<file path="src/rtl/pipe_stall_ctrl_pkg.sv">
// Shared pipeline definitions: stall-controller state encoding, default limits
// and the bundle of fetch/decode control enables the controller drives.
package pipe_stall_ctrl_pkg;

  typedef enum logic [1:0] {
    ST_RUN      = 2'd0,
    ST_MEM_WAIT = 2'd1,
    ST_DRAIN    = 2'd2,
    ST_HALTED   = 2'd3
  } stall_state_e;

  localparam int DRAIN_CYCLES_DEF = 3;
  localparam int WAIT_LIMIT_DEF   = 255;
  localparam int WAIT_CNT_W       = 8;
  localparam int STALL_CNT_W      = 16;

  typedef struct packed {
    logic pc_write;
    logic ifid_write;
    logic pc_sel_branch;
    logic ifid_flush;
    logic id_bubble;
    logic pipe_freeze;
    logic halt_ack;
  } stall_ctrl_t;

  // Free-running fetch: PC and IF/ID both advance.
  function automatic stall_ctrl_t ctrl_run();
    stall_ctrl_t c;
    c            = '0;
    c.pc_write   = 1'b1;
    c.ifid_write = 1'b1;
    return c;
  endfunction

  function automatic stall_ctrl_t ctrl_freeze();
    stall_ctrl_t c;
    c             = '0;
    c.pipe_freeze = 1'b1;
    return c;
  endfunction

  function automatic stall_ctrl_t ctrl_bubble();
    stall_ctrl_t c;
    c           = '0;
    c.id_bubble = 1'b1;
    return c;
  endfunction

  // Held in reset: nothing advances and both front stages see NOPs.
  function automatic stall_ctrl_t ctrl_reset();
    stall_ctrl_t c;
    c            = '0;
    c.ifid_flush = 1'b1;
    c.id_bubble  = 1'b1;
    return c;
  endfunction

endpackage

</file>
<file path="src/rtl/pipe_stall_ctrl_sat_counter.sv">
// Saturating up-counter with synchronous active-low clear; holds at all-ones.
module sat_counter #(
  parameter int WIDTH = 16
) (
  input  logic             clk,
  input  logic             rst_n,
  input  logic             en,
  output logic [WIDTH-1:0] count
);

  localparam logic [WIDTH-1:0] CNT_MAX = '1;

  always_ff @(posedge clk) begin
    if (!rst_n) begin
      count <= '0;
    end else if (en && (count != CNT_MAX)) begin
      count <= count + WIDTH'(1);
    end
  end

endmodule

</file>
<file path="src/rtl/pipe_stall_ctrl.sv">
// Pipeline stall/flush controller: drives PC and IF/ID enables, the ID/EX
// bubble mux and the back-end freeze from hazards, memory waits and halt.
module pipe_stall_ctrl
  import pipe_stall_ctrl_pkg::*;
#(
  parameter int WAIT_LIMIT   = WAIT_LIMIT_DEF,
  parameter int DRAIN_CYCLES = DRAIN_CYCLES_DEF
) (
  input  logic        clock,
  input  logic        reset_n,
  input  logic        ld_use_haz,
  input  logic        br_ctrl,
  input  logic        br_taken,
  input  logic        imem_busy,
  input  logic        dmem_busy,
  input  logic        halt_req,
  output logic        pc_write,
  output logic        ifid_write,
  output logic        pc_sel_branch,
  output logic        ifid_flush,
  output logic        id_bubble,
  output logic        pipe_freeze,
  output logic        halt_ack,
  output logic        dmem_timeout,
  output logic [1:0]  state,
  output logic [15:0] stall_cnt
);

  localparam int DRAIN_W = (DRAIN_CYCLES > 1) ? $clog2(DRAIN_CYCLES) : 1;
  localparam logic [DRAIN_W-1:0]    DRAIN_LAST = DRAIN_W'(DRAIN_CYCLES - 1);
  localparam logic [WAIT_CNT_W-1:0] WAIT_MAX   = WAIT_CNT_W'(WAIT_LIMIT);

  stall_state_e            cur_state;
  stall_state_e            nxt_state;
  stall_state_e            ret_state;
  stall_state_e            nxt_ret;
  stall_state_e            eff_state;
  logic [WAIT_CNT_W-1:0]   wait_cnt;
  logic [WAIT_CNT_W-1:0]   nxt_wait;
  logic [DRAIN_W-1:0]      drain_cnt;
  logic [DRAIN_W-1:0]      nxt_drain;
  logic                    timeout_q;
  logic                    nxt_timeout;
  logic                    br_hit;
  logic                    stall_en;
  logic [STALL_CNT_W-1:0]  stall_raw;
  stall_ctrl_t             ctrl;

  assign br_hit = br_ctrl & br_taken;

  // The cycle dmem_busy drops in MEM_WAIT already behaves as the saved state,
  // so the released stage does not lose a cycle.
  assign eff_state = ((cur_state == ST_MEM_WAIT) && !dmem_busy) ? ret_state : cur_state;

  always_ff @(posedge clock) begin
    if (!reset_n) begin
      cur_state <= ST_RUN;
      ret_state <= ST_RUN;
      wait_cnt  <= '0;
      drain_cnt <= '0;
      timeout_q <= 1'b0;
    end else begin
      cur_state <= nxt_state;
      ret_state <= nxt_ret;
      wait_cnt  <= nxt_wait;
      drain_cnt <= nxt_drain;
      timeout_q <= nxt_timeout;
    end
  end

  always_comb begin
    nxt_state   = cur_state;
    nxt_ret     = ret_state;
    nxt_wait    = '0;
    nxt_drain   = drain_cnt;
    nxt_timeout = timeout_q;
    case (eff_state)
      ST_RUN: begin
        if (dmem_busy) begin
          nxt_state = ST_MEM_WAIT;
          nxt_ret   = ST_RUN;
        end else if (halt_req && !ld_use_haz) begin
          nxt_state = ST_DRAIN;
          nxt_drain = '0;
        end else begin
          nxt_state = ST_RUN;
        end
      end
      ST_DRAIN: begin
        if (dmem_busy) begin
          nxt_state = ST_MEM_WAIT;
          nxt_ret   = ST_DRAIN;
        end else if (drain_cnt == DRAIN_LAST) begin
          nxt_state = ST_HALTED;
          nxt_drain = '0;
        end else begin
          nxt_state = ST_DRAIN;
          nxt_drain = drain_cnt + DRAIN_W'(1);
        end
      end
      ST_MEM_WAIT: begin
        // Only reached while dmem_busy is still high; counter parks at the limit.
        nxt_state   = ST_MEM_WAIT;
        nxt_wait    = (wait_cnt == WAIT_MAX) ? wait_cnt : wait_cnt + WAIT_CNT_W'(1);
        nxt_timeout = timeout_q | (nxt_wait == WAIT_MAX);
      end
      ST_HALTED: begin
        nxt_state = halt_req ? ST_HALTED : ST_RUN;
      end
      default: begin
        nxt_state = ST_RUN;
      end
    endcase
  end

  always_comb begin
    ctrl = ctrl_run();
    if (!reset_n) begin
      ctrl = ctrl_reset();
    end else begin
      case (eff_state)
        ST_RUN: begin
          if (dmem_busy) begin
            ctrl = ctrl_freeze();
          end else if (ld_use_haz) begin
            ctrl = ctrl_bubble();
          end else if (halt_req) begin
            // Let the ID instruction go, stop fetching unless a branch redirects.
            ctrl.pc_write      = br_hit;
            ctrl.pc_sel_branch = br_hit;
            ctrl.ifid_flush    = 1'b1;
          end else if (br_hit) begin
            ctrl.pc_sel_branch = 1'b1;
            ctrl.ifid_flush    = 1'b1;
          end else if (imem_busy) begin
            ctrl.pc_write   = 1'b0;
            ctrl.ifid_flush = 1'b1;
          end
        end
        ST_DRAIN: begin
          ctrl = dmem_busy ? ctrl_freeze() : ctrl_bubble();
        end
        ST_MEM_WAIT: begin
          ctrl = ctrl_freeze();
        end
        ST_HALTED: begin
          ctrl          = ctrl_bubble();
          ctrl.halt_ack = 1'b1;
        end
        default: begin
          ctrl = ctrl_reset();
        end
      endcase
    end
  end

  // Lost fetch cycles are only charged while the front end would otherwise run.
  assign stall_en = ((cur_state == ST_RUN) || (cur_state == ST_MEM_WAIT)) && !ctrl.pc_write;

  sat_counter #(
    .WIDTH (STALL_CNT_W)
  ) u_stall_cnt (
    .clk   (clock),
    .rst_n (reset_n),
    .en    (stall_en),
    .count (stall_raw)
  );

  assign pc_write      = ctrl.pc_write;
  assign ifid_write    = ctrl.ifid_write;
  assign pc_sel_branch = ctrl.pc_sel_branch;
  assign ifid_flush    = ctrl.ifid_flush;
  assign id_bubble     = ctrl.id_bubble;
  assign pipe_freeze   = ctrl.pipe_freeze;
  assign halt_ack      = ctrl.halt_ack;
  assign dmem_timeout  = reset_n & timeout_q;
  assign state         = reset_n ? cur_state : ST_RUN;
  assign stall_cnt     = reset_n ? stall_raw : '0;

endmodule

</file>
<file path="config.mk">
export PLATFORM = sky130hd
export DESIGN_NAME = pipe_stall_ctrl
export DESIGN_NICKNAME = d
export VERILOG_FILES = /design/src/rtl/pipe_stall_ctrl_pkg.sv /design/src/rtl/pipe_stall_ctrl_sat_counter.sv /design/src/rtl/pipe_stall_ctrl.sv
export SDC_FILE = /design/constraint.sdc
export NUM_CORES = 1
export LEC_CHECK = 0
export ABC_AREA = 1
export CORE_ASPECT_RATIO = 1.75
export CORE_UTILIZATION = 53
export CTS_CLUSTER_SIZE = 40
export DETAILED_ROUTE_END_ITERATION = 12
export GPL_TIMING_DRIVEN = 1
export HOLD_SLACK_MARGIN = 0.02
export PLACE_DENSITY = 0.8
export RECOVER_POWER = 50
export SLEW_MARGIN = 20
export SYNTH_ARGS = -nofsm -noshare
export SYNTH_HDL_FRONTEND = slang
export SYNTH_HIERARCHICAL = 1
export SYNTH_SLANG_ARGS = --single-unit
</file>
<file path="constraint.sdc">
create_clock -name clock -period 2 [get_ports clock]
set_clock_uncertainty 0.1 [all_clocks]
set_input_delay 0.4 -clock clock [delete_from_list [all_inputs] [get_ports clock]]
set_output_delay 0.4 -clock clock [all_outputs]
set_load 0.02 [all_outputs]
</file>
# [Yosys cells after proc, flatten, opt, wreduce, memory -nomap -nowiden]
# Index checks and enable logic that the tools add are counted.
[word_totals] out_inout_bits=26 word_cells=72 register_bits=31 in_bits=8
[op_classes] n_addsub=3 bitwise=3 eq_ne=13 n_reduce_logical=14 muxes=33
[ops] cell="2-bit 2-to-1 mux" n=14
[ops] cell="7-bit one-hot mux with 4 select lines" n=1
[ops] cell="16-bit by 1-bit adder with 16-bit output, second input constant" n=1
[ops] cell="8-bit == test, second input constant" n=2
[ops] cell="16-bit 2-to-1 mux" n=1
[ops] cell="16-bit != test, second input constant" n=1
[ops] cell="7-bit 2-to-1 mux" n=2
[ops] cell="2-bit != test, second input constant" n=5
[ops] cell="1-bit 2-to-1 mux" n=9
[ops] cell="8-bit by 1-bit adder with 8-bit output, second input constant" n=1
[ops] cell="8-bit 2-to-1 mux" n=1
[ops] cell="2-bit one-hot mux with 2 select lines" n=2
[ops] cell="2-bit one-hot mux with 4 select lines" n=1
[ops] cell="2-bit == test, second input constant" n=3
[ops] cell="3-bit 2-to-1 mux" n=2
[ops] cell="2-bit by 1-bit == test with 1-bit output, second input constant" n=2
[ops] cell="1-bit logical AND" n=4
[ops] cell="2-bit logical NOT" n=2
[ops] cell="4-bit AND reduction" n=1
[ops] cell="1-bit logical NOT" n=3
[ops] cell="3-bit AND reduction" n=1
[ops] cell="2-bit by 1-bit adder with 2-bit output, second input constant" n=1
[ops] cell="1-bit bitwise AND" n=2
[ops] cell="2-bit AND reduction" n=1
[ops] cell="3 further kinds" n=3

# [Depth between registers and ports, before layout]
# Gate-level depths: netlist (run 1).
[logic_depth] word_depth=10 depth_mapped=15 ltp_nobuf=14

# [By module]
# The synthesis (run 1) kept the hierarchy.
[by_module_without_submodules] mod="sat_counter" seq_area_each_um2=320.3 area_per_inst_um2=996.0 n_inst=1 cells_per_inst=149
[by_module_without_submodules] mod="pipe_stall_ctrl" seq_area_each_um2=280.3 area_per_inst_um2=994.7 n_inst=1 cells_per_inst=174

# [Worst setup path before layout (run 1)]
# OpenSTA, ideal clock, no wires.
[synth_timing] path_kind="input to register" start="input port dmem_busy" end="register u_stall_cnt.count[10]" setup_ps=115 path_slack_ps=-64 n_path_buf=1 required_ps=1785 t_arrival_ps=1849 cell_stages=14 cell_sequence="inv_2 nand3_1 nand2_1 inv_2 nand3_1 a21oi_1 nor2_1 buf_4 nand2_1 inv_1 nand3_1 inv_1 a21oi_1 nor2_1"
[synth_via] elab_chain_len=9 elab_cells_between_ends=13 classes_between="eq/ne: 3; mux: 4; reduce/logical: 6"
[synth_lines] element="start: declaration" line_no="pipe_stall_ctrl.sv:15" source="input logic dmem_busy,"
[synth_lines] element="1-bit logical NOT" line_no="pipe_stall_ctrl.sv:53" source="assign eff_state = ((cur_state == ST_MEM_WAIT) && !dmem_busy) ? ret_state : cur_state;"
[synth_lines] element="1-bit logical AND" line_no="pipe_stall_ctrl.sv:53"
[synth_lines] element="2-bit 2-to-1 mux" line_no="pipe_stall_ctrl.sv:53"
[synth_lines] element="2-bit == test (tied with other cells)" line_no="pipe_stall_ctrl.sv:121" source="case (eff_state)"
[synth_lines] element="7-bit one-hot mux with 4 select lines *" line_no="pipe_stall_ctrl.sv:121"
[synth_lines] element="7-bit 2-to-1 mux *" line_no="pipe_stall_ctrl.sv:118" source="if (!reset_n) begin"
[synth_lines] element="named net pc_write" line_no="pipe_stall_ctrl.sv:17" source="output logic pc_write,"
[synth_lines] element="1-bit logical NOT *" line_no="pipe_stall_ctrl.sv:158" source="assign stall_en = ((cur_state == ST_RUN) || (cur_state == ST_MEM_WAIT)) && !ctrl.pc_write;"
[synth_lines] element="1-bit logical AND *" line_no="pipe_stall_ctrl.sv:158"
[synth_lines] element="named net stall_en" line_no="pipe_stall_ctrl.sv:45" source="logic stall_en;"
[synth_lines] element="1-bit logical AND *" line_no="pipe_stall_ctrl_sat_counter.sv:16" source="end else if (en && (count != CNT_MAX)) begin"
[synth_lines] element="end signal: assignment" line_no="pipe_stall_ctrl_sat_counter.sv:17" source="count <= count + WIDTH'(1);"
[synth_lines] element="end: declaration" line_no="pipe_stall_ctrl_sat_counter.sv:8" source="output logic [WIDTH-1:0] count"
# Mark *: on every way through the listed nets, which the timed path passes. The rest lies on a longest branch.
# A chain may end at the register's enable or synchronous reset.

# [Worst setup path after layout (run 1)]
[layout_timing] start="input port br_taken" end="output port ifid_flush"
[layout_via] elab_chain_len=7
[layout_lines] element="start: declaration" line_no="pipe_stall_ctrl.sv:13" source="input logic br_taken,"
[layout_lines] element="1-bit bitwise AND" line_no="pipe_stall_ctrl.sv:49" source="assign br_hit = br_ctrl & br_taken;"
[layout_lines] element="1-bit 2-to-1 mux" line_no="pipe_stall_ctrl.sv:132" source="end else if (br_hit) begin"
[layout_lines] element="2-bit 2-to-1 mux" line_no="pipe_stall_ctrl.sv:127" source="end else if (halt_req) begin"
[layout_lines] element="2-bit 2-to-1 mux" line_no="pipe_stall_ctrl.sv:125" source="end else if (ld_use_haz) begin"
[layout_lines] element="7-bit 2-to-1 mux" line_no="pipe_stall_ctrl.sv:123" source="if (dmem_busy) begin"
[layout_lines] element="7-bit one-hot mux with 4 select lines" line_no="pipe_stall_ctrl.sv:121"
[layout_lines] element="7-bit 2-to-1 mux" line_no="pipe_stall_ctrl.sv:118"
[layout_lines] element="end: declaration" line_no="pipe_stall_ctrl.sv:20" source="output logic ifid_flush,"
# Every way passes these cells.

==> results of run 1 <==
## per-stage QoR
stage / TNS, ns / util
final: 0 / 0.730
after global routing: -0.00129 / 0.730
after global placement: -16.35 / 0.701
after detailed placement: -17.12 / 0.701
after floorplan: 0 / -
after CTS: 0 / 0.722
## where the power goes
part / switching [mW] / internal (mW) / leakage [nW]
combinational: 0.117 / 0.0986 / 1.17
sequential: 0.0160 / 0.614 / 0.244
clock: 0.217 / 0.277 / 0.0482
## critical path: cells and delay by family
family / cells / cell delay (ns)
AND/OR/NAND/NOR: 4 / 0.28
buffers and inverters: 2 / 0.74
## synth_stat cells
library cell	count
ha_1	2
nand3_1	26
or2_0	1
inv_1	50
nor2_4	7
clkbuf_1	2
buf_12	1
xnor2_1	1
nor2_8	1
nor2_1	49
nand2_1	95
buf_6	1
nand4_1	6
nand2_2	5
nor2_2	8
a21oi_1	13
buf_4	1
a31oi_1	2
inv_2	3
clkbuf_8	1
nand4_2	1
o21ai_0	6
nor3_1	5
o211ai_1	2
nand2_4	3
o21ai_2	1
dfxtp_1	30
## path summary, 6_finish.rpt
| check | from | end | cells after the start |
|---|---|---|---|
| min reg2reg | drain_cnt[1] | drain_cnt[1] | 2 |
| max reg2reg | cur_state[0] | u_stall_cnt/count[13] | 13 |
| min | drain_cnt[1] | drain_cnt[1] | 2 |
| max | br_taken | ifid_flush | 6 |
## routing by layer
metal  up-vias  track usage  routed length, µm  share of wire
met5         -            0                  0              0
met4         0        0.126                119          0.025
met3        12       0.0348                 89          0.019
met2        30        0.499               2770           0.58
met1       930        0.230               1770           0.37
li1       1117            -                  -              -
## what timing repair did
item                       in CTS  in global routing
setup buffers                   1                  2
gates resized for setup        43                 20
hold buffers                    0                  0
setup endpoints to repair      41                 13
pin swaps                       1                  5
## registers in the layout (all words and copies together) (netlist names)
signal	count
ret_state	1
cur_state	2
wait_cnt	8
drain_cnt	2
timeout_q	1
u_stall_cnt/count	16
## area by class of cell
type                    count  area [µm²]  share of cell area
clock buffers               7        86.3              0.0329
clock inverters             1        5.00             0.00191
inverters                  53         201              0.0768
multi-input cells         234        1160               0.441
flip-flops and latches     30         604               0.230
well taps                  46        57.6              0.0219
repair buffers             61         513               0.196
## cell families after synthesis
family | after synthesis | synth area share
AOI/OAI and AO/OA | 24 | 0.0660
xor gates and xnor gates | 1 | 0.00440
adders and majority gates | 2 | 0.0126
buffers and inverters | 59 | 0.130
DFF | 30 | 0.302
and+or+nand+nor | 207 | 0.485
==> flow_summary.toml, run 1 <==
[run_status]
status = "finished clean"

[synthesis]
synth_cell_types = 27
synthDominantCellAreaShare = 0.302
syn_avg_cell_area_um2 = 6.16
yosysWarnings = 6
syn_inst = 323
synth_nets = 333
synth_area_mm2 = 0.00199
yosysTopAreaCell = "dfxtp_1"
synth-seq-cells = 30
synth.area.top_cells = "dfxtp_1 30%, nand2_1 18%, inv_1 9.4%"
ys_seq_area_frac = 0.302

[place]
pre_cts_ws_ns = -0.569
placement.io_buffers = 33
place_area_mm2 = 0.00252
place_congestion = 0.835
placedCellCount = 422
hpwl_um = 3650

[global_route]
grt_max_degree = 16
antenna_found_initial = 0
overflow = 0
grt_usage = 0.248
first_global_vias = 1945
grt_pass1_wl_um = 7960

[timing]
holdWs_ns = 0.391
fmax_mhz = 523
finalHoldViolCount = 0
period_share = 0.956
slew_headroom = 0.743
finalSetupViolations = 0
fin_ws_ns = 0.0887
finalMaxSlewViolations = 0
worst_pin_slew_ns = 0.384
period_needed_ns = 1.91

[pwr]
vdd_drop_max_uv = 517
powerDensity_mw_per_mm2 = 511
p_leak_nw = 1.47
finalPower_mw = 1.34

[floorplan]
start_util = 0.554
die_area_mm2 = 0.00401
fp.coreArea_mm2 = 0.00359
die_x_um = 48.3
rows = 29
die_y_um = 83.1
ios = 34

[detailed_routing]
drc = 0
drtAntennaViolNets = 0
drtIter0Drc = 35
dr.pass1.iters = 4
vias = 2089
vias_per_cell = 4.84
wl_per_cell_um = 11.0
routed_wl_um = 4750

[final_layout]
fin_nets = 395
num-fill-cells = 322
final_cells = 432
drive_above_1_share = 0.197
syn_to_final_growth_pct = 31.8
diodes = 0
final_cell_mix = "92 x nand2_1, 49 x inv_1, 49 x nor2_1"
layout_commonest_cell = "nand2_1"
fin_area_mm2 = 0.00262

[worst_hold_path]
hp-class = "flip-flop to flip-flop"

[setup_path]
arrival_ns = 1.41
worst_path_max_delay_cell = "clkdlybuf4s50_1"
path_max_fanout = 3
start_kind = "primary input"
slowest_delay_ns = 0.48
rrSetupSlack_ns = 0.13
critPathRequiredTime_ns = 1.50
end_kind = "output pin"
cpMostUsedCell = "nand3_1"
criticalPathCategory = "primary input to output pin"
path_cells = "clkdlybuf4s50_1, nand2_2, nand3_1, nand3_1, nand2_1, clkdlybuf4s15_2"

[clocking]
clk_latency_ns = 0.27
cts_buffer_depth = 2
htree_levels = 2
cts_tree = "built"
cts_buffers = 5
cts_root_buffer = "clkbuf_8"
clk_pin_slew_ns = 0.06
cts_num_sinks = 30

[flow_run]
cap_violations = 0
No activity file was read; power rests on OpenSTA's default activity.
==> run 2: changes to the inputs <==
--- a/config.mk
+++ b/config.mk
@@ -10,8 +10,9 @@
 export CORE_UTILIZATION = 53
 export CTS_CLUSTER_SIZE = 40
 export DETAILED_ROUTE_END_ITERATION = 12
+export GPL_ROUTABILITY_DRIVEN = 0
 export GPL_TIMING_DRIVEN = 1
-export HOLD_SLACK_MARGIN = 0.02
+export HOLD_SLACK_MARGIN = 0.06
 export PLACE_DENSITY = 0.8
 export RECOVER_POWER = 50
 export SLEW_MARGIN = 20
==> results of run 2 <==
Final layout, timing and power as in run 1 (identical DEF).
